==> src/rtl/uart_result_tx.sv <==
// uart_result_tx: serializes one ALU result word into consecutive 8-bit UART
// frames (start, 8 data bits LSB first, optional parity, stop) and raises Busy
// for the whole multi-frame transfer.
// Optional feature macro: UART_TX_PARITY_EN inserts a parity bit per frame
// (PAR_TYP 0 = even, 1 = odd). Without it the frame is 10 bits and PAR_TYP is unused.
module uart_result_tx #(
  parameter int DATA_WIDTH   = 16,
  parameter int CLKS_PER_BIT = 8,
  parameter int PAR_TYP      = 0
) (
  input  logic                  CLK,
  input  logic                  RST,
  input  logic [DATA_WIDTH-1:0] P_DATA,
  input  logic                  Data_Valid,
  output logic                  TX_OUT,
  output logic                  Busy
);

  localparam int NUM_BYTES = DATA_WIDTH / 8;
  localparam int BAUD_W    = (CLKS_PER_BIT > 1) ? $clog2(CLKS_PER_BIT) : 1;
  localparam int BYTE_W    = (NUM_BYTES > 1) ? $clog2(NUM_BYTES) : 1;
  localparam logic [BAUD_W-1:0] BAUD_LAST = BAUD_W'(CLKS_PER_BIT - 1);
  localparam logic [BYTE_W-1:0] BYTE_LAST = BYTE_W'(NUM_BYTES - 1);
`ifdef UART_TX_PARITY_EN
  localparam logic PAR_ODD = (PAR_TYP != 0);
`endif

  // Reject parameter sets the serializer cannot honour.
  if (DATA_WIDTH <= 0 || (DATA_WIDTH % 8) != 0 || CLKS_PER_BIT < 2 ||
      PAR_TYP < 0 || PAR_TYP > 1) begin : g_param_check
    $error("uart_result_tx: illegal parameter set");
  end

  typedef enum logic [2:0] {
    S_IDLE,
    S_START,
    S_DATA,
`ifdef UART_TX_PARITY_EN
    S_PARITY,
`endif
    S_STOP
  } state_t;

  state_t                state_r, state_nxt;
  logic [BAUD_W-1:0]     baud_r, baud_nxt;
  logic [2:0]            bit_r, bit_nxt;
  logic [BYTE_W-1:0]     byte_r, byte_nxt;
  logic [DATA_WIDTH-1:0] shreg_r, shreg_nxt;
  logic                  tx_r, tx_nxt;
  logic                  busy_r, busy_nxt;
  logic                  bit_end;
`ifdef UART_TX_PARITY_EN
  logic                  par_r, par_nxt;
`endif

  assign bit_end = (baud_r == BAUD_LAST);

  // Next-state logic; TX/Busy are derived from the next state so they can be
  // registered and still appear right after the accepting edge.
  always_comb begin
    state_nxt = state_r;
    baud_nxt  = baud_r;
    bit_nxt   = bit_r;
    byte_nxt  = byte_r;
    shreg_nxt = shreg_r;
`ifdef UART_TX_PARITY_EN
    par_nxt   = par_r;
`endif
    tx_nxt    = 1'b1;
    busy_nxt  = 1'b1;

    if (state_r != S_IDLE) begin
      baud_nxt = bit_end ? '0 : baud_r + BAUD_W'(1);
    end

    case (state_r)
      S_IDLE: begin
        baud_nxt = '0;
        if (Data_Valid) begin
          state_nxt = S_START;
          shreg_nxt = P_DATA;
          byte_nxt  = '0;
          bit_nxt   = '0;
`ifdef UART_TX_PARITY_EN
          par_nxt   = 1'b0;
`endif
        end
      end
      S_START: begin
        if (bit_end) begin
          state_nxt = S_DATA;
          bit_nxt   = '0;
        end
      end
      S_DATA: begin
        if (bit_end) begin
          // The shift register exposes the next outgoing bit at position 0,
          // carrying on seamlessly into the following byte.
          shreg_nxt = shreg_r >> 1;
`ifdef UART_TX_PARITY_EN
          par_nxt   = par_r ^ shreg_r[0];
`endif
          if (bit_r == 3'd7) begin
`ifdef UART_TX_PARITY_EN
            state_nxt = S_PARITY;
`else
            state_nxt = S_STOP;
`endif
          end else begin
            bit_nxt = bit_r + 3'd1;
          end
        end
      end
`ifdef UART_TX_PARITY_EN
      S_PARITY: begin
        if (bit_end) state_nxt = S_STOP;
      end
`endif
      S_STOP: begin
        if (bit_end) begin
          if (byte_r == BYTE_LAST) begin
            state_nxt = S_IDLE;
          end else begin
            state_nxt = S_START;
            byte_nxt  = byte_r + BYTE_W'(1);
`ifdef UART_TX_PARITY_EN
            par_nxt   = 1'b0;
`endif
          end
        end
      end
      default: state_nxt = S_IDLE;
    endcase

    case (state_nxt)
      S_IDLE:   begin tx_nxt = 1'b1; busy_nxt = 1'b0; end
      S_START:  tx_nxt = 1'b0;
      S_DATA:   tx_nxt = shreg_nxt[0];
`ifdef UART_TX_PARITY_EN
      S_PARITY: tx_nxt = par_nxt ^ PAR_ODD;
`endif
      default:  tx_nxt = 1'b1;
    endcase
  end

  // State, counters, shift register and registered outputs.
  always_ff @(posedge CLK or posedge RST) begin
    if (RST) begin
      state_r <= S_IDLE;
      baud_r  <= '0;
      bit_r   <= '0;
      byte_r  <= '0;
      shreg_r <= '0;
`ifdef UART_TX_PARITY_EN
      par_r   <= 1'b0;
`endif
      tx_r    <= 1'b1;
      busy_r  <= 1'b0;
    end else begin
      state_r <= state_nxt;
      baud_r  <= baud_nxt;
      bit_r   <= bit_nxt;
      byte_r  <= byte_nxt;
      shreg_r <= shreg_nxt;
`ifdef UART_TX_PARITY_EN
      par_r   <= par_nxt;
`endif
      tx_r    <= tx_nxt;
      busy_r  <= busy_nxt;
    end
  end

  assign TX_OUT = tx_r;
  assign Busy   = busy_r;

endmodule

==> config.mk <==
export PLATFORM = sky130hd
export DESIGN_NAME = uart_result_tx
export DESIGN_NICKNAME = d
export VERILOG_FILES = /design/src/rtl/uart_result_tx.sv
export SDC_FILE = /design/constraint.sdc
export NUM_CORES = 1
export LEC_CHECK = 0
export BUFFER_PORTS_ARGS = -buffer_cell sky130_fd_sc_hd__buf_2
export CAP_MARGIN = 20
export CORE_ASPECT_RATIO = 2
export CORE_MARGIN = 5
export CORE_UTILIZATION = 40
export CTS_CLUSTER_DIAMETER = 80
export CTS_CLUSTER_SIZE = 10
export DETAILED_ROUTE_END_ITERATION = 10
export MAX_ROUTING_LAYER = met4
export PLACE_DENSITY = 0.66
export SKIP_LAST_GASP = 1
export SLEW_MARGIN = 20
export SYNTH_ARGS = -nofsm -noshare
export SYNTH_HDL_FRONTEND = slang
export SYNTH_SLANG_ARGS = --single-unit
==> constraint.sdc <==
create_clock -name CLK -period 2.16 [get_ports CLK]
set_input_delay 0.648 -clock CLK [delete_from_list [all_inputs] [get_ports CLK]]
set_output_delay 0.648 -clock CLK [all_outputs]
set_load 0.02 [all_outputs]
==> run metrics <==
Avg Vias per Cell=5.44; CTS clk-pin slew, worst paths=0.09 ns; share of the yosys chip area belonging to registers=0.518; max-cap viol count=0; standard-cell rows=30; Longest Clk Path Bufs=2; HPWL after detailed placement=1990 um; count of warnings emitted by yosys=0; die extent in x=51.2 um; clk_lat worst skew=0.27 ns; remaining routing DRC violations=0; post-synthesis sequential element count=28; GP Congestion=0.771; sum of negative setup slack=0 ns; Reg-to-Reg Start=state_r[1]$_DFF_PP0_; crit path capture=shreg_r[4]$_DFFE_PP0P_; CTS Sinks=28; aggregate global-route resource usage=0.123; ratio of cells with drive above 1 in the final layout=0.201; RSZ-0062 raised after global routing=false; buffers added on ports=20; worst setup path start=state_r[1]$_DFF_PP0_; Worst setup SP type=register; number of buffers inserted for hold repair after clock tree synthesis=0; power density over cell area=780 mW/mm2; number of synthesized flops with an enable pin=0; met2 routed wirelength=1420 um; final worst path period share=0.857; per-cell routed wire length=14.1 um; final WL=2630 um; post-route total power=1.18 mW; count of pins on the block boundary=21; Gate Count Post-Synth=135; number of global-route vias before repair=1,041; initial core utilization=0.406; worst hold slack=0.422 ns; number of cell instances on the worst register-to-register path=4; die area=0.00473 mm2; # nets final=179; reg-to-reg slack, setup=0.31 ns; Fin Clk Skew=0.00692 ns; classification of the worst setup path=register to register; Iter 0 DRT Violations=25; final max-slew violation count=0; routed vias=1,011; wire length of the first global-routing pass=4480 um; post-route ant nets=0; cell area after synthesis=0.00136 mm2; diodes inserted=0; Synth top area share=0.498; crit path time final=1.85 ns; slew at the pin closest to its max-slew limit=0.911 ns; Worst Path Required=2.35 ns; signed area change from the synthesized netlist to the final layout=11.2%; number of gates resized after CTS=0; Num CTS Buffers=3; status=finished clean; final count of hold timing violations=0; capture instance of the worst register-to-register path=shreg_r[4]$_DFFE_PP0P_; # setup viols final=0; Post-synth ARST share=1.00; Unique masters post-synth=34; FMAX=540 MHz; Syn Nets=159; First-pass DRT Iterations=4; Placed Cells incl. Taps=182; antenna violations before repair=0; top routing layer in use=met4; crit path capture type=register; Remaining Overflow, GRT=0; post-synthesis cell type with the largest combined area=dfrtp_1; CTS root buf=clkbuf_8; M1 WL=1070 um; vertical extent of the die=92.4 um; WP data arrival=2.04 ns; largest net degree at the start of global routing=29; syn_area_per_cell=10.0 um2; Slew Limit Headroom=0.389; largest driver fanout on the critical path=15; clock tree from TritonCTS=yes; filler-free cell count of the finished design=186; Worst VDD drop=0.416 mV; leakage power=0.732 nW; leading cell types by total area after synthesis=dfrtp_1 (50%), a22oi_1 (7.2%), o21ai_0 (6.3%); main flop type after synthesis=dfrtp_1; post-CTS repair timing setup buffer count=0; total met3 wirelength after detailed routing=105 um; H-tree level count=1; Hold Path Class=primary input to async pin; placeable core area=0.00334 mm2
## worst max-delay path: stages, from the launching register on
cell and delay (ns):
dfrtp_1 0.49, nand2b_1 0.24, nor3_2 0.71, a22oi_1 0.22, o21ai_0 0.12
## synth_stat cells (2+ instances only)
master    count
or3_1         2
a21oi_1       2
ha_1          5
dfrtp_1      27
nor3_1        2
a32oi_1       2
buf_2         3
a22oi_1      13
o21ai_0      17
nand3_1       2
nor2_1        3
buf_4         2
nor2b_1       4
mux2i_1       2
inv_1        21
nand2_1       9
nand2b_1      2
## state kept, by name, summed over array words and instances, names as in the netlist
| register | cells |
|---|---|
| byte_r | 1 |
| baud_r | 3 |
| Busy | 1 |
| TX_OUT | 1 |
| shreg_r | 16 |
| state_r | 3 |
| bit_r | 3 |
## through the flow
step / setup slack, ns / util / area, um2
5_1_grt: 0.0335 / 0.451 / 1510
6_report: 0.309 / 0.451 / 1510
3_3_place_gp: 0.257 / 0.438 / 1460
4_1_cts: 0.300 / 0.451 / 1510
3_5_place_dp: 0.162 / 0.438 / 1460
2_1_floorplan: 0.432 / - / 1360
## logic make-up after synthesis
| logic type | synth area share |
|---|---|
| buffers and inverters | 0.0886 |
| AND/OR/NAND/NOR | 0.123 |
| other | 0.00276 |
| AO/OA/AOI/OAI | 0.191 |
| flip-flops | 0.518 |
| multiplexers | 0.0314 |
| adder cells (fa/ha/maj) | 0.0461 |
## cells in the final DEF, fill, tap and decap left out, types with 3 or more instances in the layout
| cell type | n |
|---|---|
| ha_1 | 5 |
| o21ai_0 | 17 |
| buf_2 | 20 |
| nand2_1 | 9 |
| nor2_1 | 3 |
| nor2b_1 | 4 |
| dfrtp_1 | 27 |
| inv_1 | 21 |
| a22oi_1 | 13 |
| clkbuf_8 | 3 |
## cell type report
class                           count  area [um2]
Clock buffer                        4        45.0
Fill cell                         314        1830
Inverter                           21        78.8
Multi-Input combinational cell     80         534
Sequential cell                    28         702
Tap cell                           32        40.0
Timing Repair Buffer               21         108
## how the worst min path moves through the flow
stage | start | to | slack, ns | depth (start not counted)
floorplan | baud_r[0]$_DFF_PP0_ | baud_r[0]$_DFF_PP0_ | 0.41 | 1
global placement | baud_r[0]$_DFF_PP0_ | baud_r[0]$_DFF_PP0_ | 0.43 | 1
detailed placement | baud_r[0]$_DFF_PP0_ | baud_r[0]$_DFF_PP0_ | 0.46 | 1
CTS | RST | bit_r[1]$_DFFE_PP0P_ | 0.43 | 3
global route | RST | bit_r[1]$_DFFE_PP0P_ | 0.47 | 3
finish | RST | bit_r[1]$_DFFE_PP0P_ | 0.42 | 3
## layer usage
| metal | GRT usage | up-vias |
|---|---|---|
| met5 | - | - |
| met4 | 0.0404 | 0 |
| met3 | 0.0161 | 4 |
| met2 | 0.224 | 21 |
| met1 | 0.133 | 490 |
| li1 | - | 496 |
## where the power goes
part           switching, mW  internal [mW]  total, mW
Combinational          0.107         0.0936      0.201
Sequential            0.0665          0.625      0.692
Clock                  0.151          0.132      0.283
(Power assumes the default switching activity.)
